$ cat src/rtl/lcd_sequencer_if.sv
// rtl/lcd_sequencer_if.sv - user write port and LCD controller handshake of lcd_sequencer
interface lcd_sequencer_if;
  logic       wr_valid;
  logic       wr_rs;
  logic [7:0] wr_data;
  logic       wr_ready;
  logic       init_done;
  logic       timeout;
  logic       lcd_start;
  logic       lcd_rs;
  logic [7:0] lcd_data;
  logic       lcd_done;

  modport master (
    output wr_valid, wr_rs, wr_data, lcd_done,
    input  wr_ready, init_done, timeout, lcd_start, lcd_rs, lcd_data
  );

  modport slave (
    input  wr_valid, wr_rs, wr_data, lcd_done,
    output wr_ready, init_done, timeout, lcd_start, lcd_rs, lcd_data
  );
endinterface

$ cat src/rtl/lcd_sequencer.sv
// rtl/lcd_sequencer.sv - HD44780-style power-up init and user write sequencer
// One shared down-counter times power-up delay, lcd_done timeout and post-command settle.
module lcd_sequencer #(
  parameter int POWERUP_CYCLES = 16,
  parameter int CMD_DELAY      = 4,
  parameter int CLEAR_DELAY    = 32,
  parameter int DONE_TIMEOUT   = 64
) (
  input logic         clk,
  input logic         reset,
  lcd_sequencer_if.slave bus
);

  localparam logic [2:0] S_PWRUP     = 3'd0;
  localparam logic [2:0] S_ISSUE     = 3'd1;
  localparam logic [2:0] S_WAIT_DONE = 3'd2;
  localparam logic [2:0] S_SETTLE    = 3'd3;
  localparam logic [2:0] S_IDLE      = 3'd4;

  logic [2:0]  state;
  logic [15:0] count;
  logic [1:0]  init_idx;
  logic        rs_q;
  logic [7:0]  data_q;
  logic        init_done_q;
  logic        timeout_q;
  logic        slow_cmd;
  logic [15:0] settle_len;

  function automatic logic [7:0] init_byte(input logic [1:0] idx);
    case (idx)
      2'd0:    init_byte = 8'h38;
      2'd1:    init_byte = 8'h0C;
      2'd2:    init_byte = 8'h01;
      default: init_byte = 8'h06;
    endcase
  endfunction

  // Clear and home need the long settle regardless of whether init or the user issued them.
  assign slow_cmd   = !rs_q && (data_q == 8'h01 || data_q == 8'h02);
  assign settle_len = slow_cmd ? 16'(CLEAR_DELAY) : 16'(CMD_DELAY);

  always_ff @(posedge clk) begin
    if (reset) begin
      state       <= S_PWRUP;
      count       <= 16'(POWERUP_CYCLES);
      init_idx    <= 2'd0;
      rs_q        <= 1'b0;
      data_q      <= 8'h00;
      init_done_q <= 1'b0;
      timeout_q   <= 1'b0;
    end else begin
      case (state)
        S_PWRUP: begin
          if (count <= 16'd1) begin
            state    <= S_ISSUE;
            init_idx <= 2'd0;
            rs_q     <= 1'b0;
            data_q   <= init_byte(2'd0);
          end else begin
            count <= count - 16'd1;
          end
        end
        S_ISSUE: begin
          state <= S_WAIT_DONE;
          count <= 16'(DONE_TIMEOUT);
        end
        S_WAIT_DONE: begin
          // A done arriving on the expiry cycle wins over the timeout.
          if (bus.lcd_done) begin
            state <= S_SETTLE;
            count <= settle_len;
          end else if (count <= 16'd1) begin
            timeout_q <= 1'b1;
            state     <= S_SETTLE;
            count     <= settle_len;
          end else begin
            count <= count - 16'd1;
          end
        end
        S_SETTLE: begin
          if (count <= 16'd1) begin
            if (init_done_q) begin
              state <= S_IDLE;
            end else if (init_idx == 2'd3) begin
              init_done_q <= 1'b1;
              state       <= S_IDLE;
            end else begin
              init_idx <= init_idx + 2'd1;
              rs_q     <= 1'b0;
              data_q   <= init_byte(init_idx + 2'd1);
              state    <= S_ISSUE;
            end
          end else begin
            count <= count - 16'd1;
          end
        end
        S_IDLE: begin
          if (bus.wr_valid) begin
            rs_q   <= bus.wr_rs;
            data_q <= bus.wr_data;
            state  <= S_ISSUE;
          end
        end
        default: state <= S_PWRUP;
      endcase
    end
  end

  assign bus.wr_ready  = (state == S_IDLE);
  assign bus.lcd_start = (state == S_ISSUE);
  assign bus.lcd_rs    = rs_q;
  assign bus.lcd_data  = data_q;
  assign bus.init_done = init_done_q;
  assign bus.timeout   = timeout_q;

endmodule

$ cat src/flat_wrapper.sv
// flat-port wrapper written by rule: the top's interface ports become plain ports
module lcd_sequencer_flat 
#(
  parameter int POWERUP_CYCLES = 16,
  parameter int CMD_DELAY      = 4,
  parameter int CLEAR_DELAY    = 32,
  parameter int DONE_TIMEOUT   = 64
)
  (clk, reset, bus_wr_valid, bus_wr_rs, bus_wr_data, bus_lcd_done, bus_wr_ready, bus_init_done, bus_timeout, bus_lcd_start, bus_lcd_rs, bus_lcd_data);
  lcd_sequencer_if bus_i ();
  input logic clk;
  input logic reset;
  input wire logic [$bits(bus_i.wr_valid)-1:0] bus_wr_valid;
  input wire logic [$bits(bus_i.wr_rs)-1:0] bus_wr_rs;
  input wire logic [$bits(bus_i.wr_data)-1:0] bus_wr_data;
  input wire logic [$bits(bus_i.lcd_done)-1:0] bus_lcd_done;
  output wire logic [$bits(bus_i.wr_ready)-1:0] bus_wr_ready;
  output wire logic [$bits(bus_i.init_done)-1:0] bus_init_done;
  output wire logic [$bits(bus_i.timeout)-1:0] bus_timeout;
  output wire logic [$bits(bus_i.lcd_start)-1:0] bus_lcd_start;
  output wire logic [$bits(bus_i.lcd_rs)-1:0] bus_lcd_rs;
  output wire logic [$bits(bus_i.lcd_data)-1:0] bus_lcd_data;
  assign bus_i.wr_valid = bus_wr_valid;
  assign bus_i.wr_rs = bus_wr_rs;
  assign bus_i.wr_data = bus_wr_data;
  assign bus_i.lcd_done = bus_lcd_done;
  assign bus_wr_ready = bus_i.wr_ready;
  assign bus_init_done = bus_i.init_done;
  assign bus_timeout = bus_i.timeout;
  assign bus_lcd_start = bus_i.lcd_start;
  assign bus_lcd_rs = bus_i.lcd_rs;
  assign bus_lcd_data = bus_i.lcd_data;
  lcd_sequencer #(.POWERUP_CYCLES(POWERUP_CYCLES), .CMD_DELAY(CMD_DELAY), .CLEAR_DELAY(CLEAR_DELAY), .DONE_TIMEOUT(DONE_TIMEOUT)) u_core (.clk(clk), .reset(reset), .bus(bus_i));
endmodule
$ cat config.mk
export PLATFORM = sky130hd
export DESIGN_NAME = lcd_sequencer_flat
export DESIGN_NICKNAME = d
export VERILOG_FILES = /design/src/rtl/lcd_sequencer_if.sv /design/src/rtl/lcd_sequencer.sv /design/src/flat_wrapper.sv
export SDC_FILE = /design/constraint.sdc
export NUM_CORES = 1
export LEC_CHECK = 0
export CAP_MARGIN = 20
export CORE_ASPECT_RATIO = 1.75
export CORE_MARGIN = 2
export CORE_UTILIZATION = 35
export DETAILED_ROUTE_END_ITERATION = 16
export GPL_TIMING_DRIVEN = 0
export PLACE_DENSITY = 0.52
export SLEW_MARGIN = 30
export SYNTH_ARGS = -nofsm -noshare
export SYNTH_HDL_FRONTEND = slang
export SYNTH_SLANG_ARGS = --single-unit
export TNS_END_PERCENT = 1
$ cat constraint.sdc
create_clock -name clk -period 6.1 [get_ports clk]
set_clock_uncertainty 0.1 [all_clocks]
set_input_delay 0.915 -clock clk [delete_from_list [all_inputs] [get_ports clk]]
set_output_delay 0.915 -clock clk [all_outputs]
set_load 0.01 [all_outputs]
-- Yosys cells after proc, flatten, opt, wreduce, memory -nomap -nowiden
Index checks and enable logic that the tools add are counted.
- register bits after elaboration: 32
- latch bits: 0
- memory bits (writable): 0
- bits in read-only memories: 0
- input port bits: 13
- output and inout bits: 13
- word-level logic and storage cells: 75
- memories: 0
- $add $sub $neg: 2
- $mul: 0
- divide/modulo/power cells: 0
- magnitude comparators: 1
- equal/unequal tests: 16
- shifts and indexed selects: 0
- muxes and demuxes: 33
- bitwise operators: 1
- reductions and logical operators: 15
- operators by type and width (kind ; number):
    $mux 16 ; 3
    $pmux 16 s3 ; 1
    $mux 8 ; 5
    $pmux 8 s3 ; 1
    $mux 3 ; 7
    $pmux 6 s3 ; 1
    $le 16x1->1 const B ; 1
    $sub 16x1->16 const B ; 1
    $pmux 3 s5 ; 1
    $eq 8x1->1 const B ; 1
    $eq 8x2->1 const B ; 1
    $mux 2 ; 4
    $ne 2x2->1 const B ; 4
    $mux 1 ; 7
    $eq 3x2->1 const B ; 2
    $mux 6 ; 1
    $reduce_and 6->1 ; 1
    $reduce_bool 3->1 ; 2
    $reduce_and 5->1 ; 1
    $eq 2x2->1 const B ; 2
    $ne 2x1->1 const B ; 2
    $pmux 2 s2 ; 1
    $reduce_and 2->1 ; 2
    $reduce_and 4->1 ; 1
    15 further kinds ; 15

-- Depth between registers and ports, before layout
- depth in word-level cells: 7
- gate-level depth with buffers: 9
- mapped depth without buffers: 7

-- Worst setup path after synthesis
Ideal clock, no wire load.
- kind: register -> register
- start point: register u_core.count[8]
- end point: register u_core.data_q[7], in the netlist u_core.bus.lcd_data[7]
- setup time: 128 ps
- data arrival time: 2207 ps
- required time: 5872 ps
- slack: 3665 ps
- cell stages (with the launch flop): 9
- buffers on the path: 3
- period minus slack after synthesis: 2435 ps
- cell sequence: dfxtp_1 > or4_1 > buf_2 > or4_4 > buf_6 > o21ai_4 > buf_4 > mux2i_1 > nor2_1
- cells in the longest elaborated chain, start to end: 3
- elaborated cells on any way between the ends: 4
- those cells by class: 1 x order compare; 2 x eq/ne; 1 x reduce/logical
- RTL lines (what ; RTL line ; source):
    from (decl) ; lcd_sequencer.sv:21 ; logic [15:0] count;
    from (signal assigned) ; lcd_sequencer.sv:46 ; count <= 16'(POWERUP_CYCLES);
    from (signal assigned) ; lcd_sequencer.sv:61 ; count <= count - 16'd1;
    from (signal assigned) ; lcd_sequencer.sv:66 ; count <= 16'(DONE_TIMEOUT);
    $le 16x1->1 * ; lcd_sequencer.sv:55, lcd_sequencer.sv:82 ;
    $ne 2x1->1 (no line) ; -- ;
    $reduce_and 6->1 (no line) * ; -- ;
    to (signal assigned) ; lcd_sequencer.sv:59 ; data_q <= init_byte(2'd0);
    to (signal assigned) ; lcd_sequencer.sv:91 ; data_q <= init_byte(init_idx + 2'd1);
    to (signal assigned) ; lcd_sequencer.sv:101 ; data_q <= bus.wr_data;
    to (decl) ; lcd_sequencer.sv:24 ; logic [7:0] data_q;
Mark *: on every way between the ends. The rest lies on a longest branch, timed or not.
A chain may end at the register's enable or synchronous reset.

-- Worst setup path in the final report
- start point: register u_core.state[2]
- end point: output bus_lcd_start
- cells in the longest elaborated chain, start to end: 1
- RTL lines (what ; RTL line ; source):
    from (decl) ; lcd_sequencer.sv:20 ; logic [2:0] state;
    from (signal assigned) ; lcd_sequencer.sv:45 ; state <= S_PWRUP;
    from (signal assigned) ; lcd_sequencer.sv:56 ; state <= S_ISSUE;
    from (signal assigned) ; lcd_sequencer.sv:65 ; state <= S_WAIT_DONE;
    $eq 3x1->1 ; lcd_sequencer.sv:111 ; assign bus.lcd_start = (state == S_ISSUE);
    to (decl) ; flat_wrapper.sv:20 ; output wire logic [$bits(bus_i.lcd_start)-1:0] bus_lcd_start;
Every way passes these cells.

==> Implementation_results.wiki <==
{| class="wikitable"
! Metric !! Value
|-
| Violation count after the first detailed-routing iteration || 44
|-
| Seq cells post-synth || 32
|-
| Number of maximum-capacitance violations || 0
|-
| Count of flip-flops with a built-in enable after synthesis || 0
|-
| Total leakage power || 0.8182 nW
|-
| Clock net sink count || 32
|-
| Max-slew headroom at the worst pin || 0.3437
|-
| Mapped Area || 0.001891 mm^2
|-
| Largest net degree at the start of global routing || 11
|-
| Family of cells with the greatest summed delay on the critical path || buffers and inverters
|-
| Die extent in y || between 100 and 150 um
|-
| Slowest CP cell || clkdlybuf4s50_1
|-
| Worst supply voltage drop on vdd || about 0.23 mV
|-
| I/O Pins || 26
|-
| Post-synth top area cell || dfxtp_1
|-
| Fillcell total || 567
|-
| Total via count in the routed design || approximately 1.8k
|-
| Wire length of the first global-routing pass || between 8000 and 9000 um
|-
| Post-cts repair resize count || 0
|-
| RSZ-0062 raised after global routing || false
|-
| Worst Setup Start Kind || flop
|-
| Site Rows || 35
|-
| Required time at the endpoint of the critical path || around 5000 ps
|-
| Total count of hold-check failures in the final report || 0
|-
| Final worst hold slack || roughly 380 ps
|-
| CP bufs+invs || 3
|-
| Delay of the slowest cell on the worst path || 500 ps
|-
| Endpoint type of the worst setup path || output port
|-
| Synthesized Nets || 250
|-
| Clock period minus final worst setup slack || approximately 3300 ps
|-
| Antenna violations before repair || 0
|-
| Hold Crit Class || reg2reg
|-
| Full die area || about 0.0060 mm^2
|-
| Effective utilization at floorplan || 0.3598
|-
| Number of buffers inserted by post-CTS setup repair || 0
|-
| Iteration count of the initial detailed-routing pass || 4
|-
| Netlist cell types || 51
|-
| Final slew viol count || 0
|-
| Remaining design rule violation count || 0
|-
| Diodes inserted || 0
|-
| Synthesized instance count || ~230
|-
| Synthesis-to-finish area growth || 21.97%
|-
| Final WL || 5377 um
|-
| Outcome || complete, no violations
|-
| Top FF cell, synth || dfxtp_1
|-
| CTS tree || done
|-
| Final total negative setup slack || 0 ps
|-
| Cell chain of the critical path || clkbuf_1, clkbuf_1, nor3_1, clkdlybuf4s50_1
|-
| Tot GR Track Use || 0.1952
|-
| Final GP Congestion || around 0.82
|-
| Total area of multi-input combinational cells || 0.001167 mm^2
|-
| Ranking of synthesized cells by area || dfxtp_1 34%, nor2_1 5.6%, a21oi_1 5.3%, ha_1 4.0%, o21ai_0 2.9%
|-
| Clock-pin slew of the registers on the worst-case setup and hold paths || ~70 ps
|-
| TritonCTS buffer count || 5
|-
| Fraction of layout instances using a drive strength above 1 || 0.09848
|-
| H-tree depth reported by CTS || 2
|-
| Hold Buf Count CTS || 0
|-
| FFs w/ async S/R, synth || 0
|-
| Synth Warn # || 0
|-
| Clock latency reported for the late side of the worst-skew pair || approximately 280 ps
|-
| WS Path Type || reg2out
|-
| Sequential element share of the synthesized area || 0.3388
|-
| Average wire per cell in the routed design || about 17 um
|-
| CP Data Arrival Time || 2330 ps
|-
| Via count of the first global-routing pass || 1811
|-
| Cell at the root of the clock tree || clkbuf_8
|-
| Estimated wirelength of the detail-placed design || between 4000 and 5000 um
|-
| Average vias per placed instance || about 5.6
|-
| Number of nets in the finished design || approximately 280
|-
| Largest buffer count on any clock path || 2
|-
| Post-synth top area share || 0.3388
|-
| Port buffer count || 25
|-
| Power consumption || around 1.1 mW
|-
| Tightest Pin Transition || 976.3 ps
|-
| Final setup vio count || 0
|-
| Register area || 640.6 um^2
|-
| Placeable Area || approximately 0.0053 mm^2
|-
| Most used cell, CP || clkbuf_1
|-
| Upper clock frequency limit || between 0.2 and 0.3 GHz
|-
| Overflow after GRT || 0
|-
| Period Utilization, post-route || 0.5483
|-
| Ratio of total power to cell area || roughly 470 mW/mm^2
|-
| Mapped Avg Cell Area || roughly 8.2 um^2
|-
| Max FO, Critical Path || 10
|-
| Horizontal die dimension || 59.56 um
|-
| Remaining antenna violation count after routing || 0
|}
## placed cells by master, fill, tap and decap left out, types with 7 or more instances in the layout
cell             synthesis  layout
a21oi_1                 20      20
clkbuf_1                 6       8
clkdlybuf4s50_1          0      25
dfxtp_1                 32      32
inv_1                    8       8
nand2_1                 13      13
nand3_1                  7       7
nor2_1                  28      28
o21ai_0                 11      11
## per-layer routing
metal	vias to the layer above	global-route usage	part of all wire
met3	9	0.03321	0.023
met1	839	0.2014	0.39
met4	0	0.07521	0.022
met5	-	0	0
met2	32	0.3736	0.56
li1	914	-	-
## layout make-up
class | instances | share of cell area
repair buffers | 25 | 0.1085
plain buffers | 10 | 0.02225
clock buffers | 8 | 0.03907
flip-flops and latches | 32 | 0.2778
well taps | 55 | 0.02984
multi-input cells | 179 | 0.5062
inverters | 10 | 0.01628
## worst register-to-register path, stage by stage, from the launching register on
cell and delay, ps:
dfxtp_1 300, clkbuf_1 210, nor4_2 900, o2111ai_1 410, o21ai_4 320, buf_4 220, mux2i_1 190, nor2_1 50
## stage by stage
stage | setup WS, ps | util | area, um^2 | std cells
after floorplan | 3665 | - | 1891 | 231
after global placement | 3038 | 0.4205 | 2210 | 311
after detailed placement | 3022 | 0.4217 | 2216 | 311
after CTS | 2702 | 0.4388 | 2306 | 319
after global routing | 2551 | 0.4388 | 2306 | 319
final | 2756 | 0.4388 | 2306 | 319
## state kept, by name, summed over array words and instances (netlist names)
| register | count |
|---|---|
| u_core.bus.lcd_data | 8 |
| u_core.bus.lcd_rs | 1 |
| u_core.state | 3 |
| u_core.bus.timeout | 1 |
| u_core.init_idx | 2 |
| u_core.count | 16 |
| u_core.bus.init_done | 1 |
## worst paths after layout
kind	from	endpoint	slack, ps	depth (start not counted)
setup / recovery	u_core.state[2]	bus_lcd_start	2760	4
hold / removal	u_core.bus.timeout	u_core.bus.timeout	380	2
setup reg to reg	u_core.count[2]	u_core.bus.lcd_data[7]	3270	7
hold reg to reg	u_core.bus.timeout	u_core.bus.timeout	380	2
## power by group
part / switching, mW / internal, mW
Combinational: 0.335 / 0.262
Sequential: 0.0510 / 0.263
Clock: 0.0799 / 0.0921
## cell usage after synthesis (all sizes together), types with 5 or more instances
library cell and count:
nand3 7, ha 6, xnor2 6, dfxtp 32, clkbuf 6, and2 5, o21ai 12, nor2 28
a21oi 20, inv 8, nand2 13, or3 5, nor4 8, or4 7
## kinds of logic after synthesis
family                   after synthesis  synth area share
AND/OR/NAND/NOR                       94            0.2694
AO/OA/AOI/OAI                         66            0.2422
flip-flops                            32            0.3388
buffers and inverters                 20           0.04699
XOR/XNOR                               9           0.04170
adder cells (fa/ha/maj)                6           0.03971
multiplexers                           4           0.02118
Power figures use the tool's default switching activity.
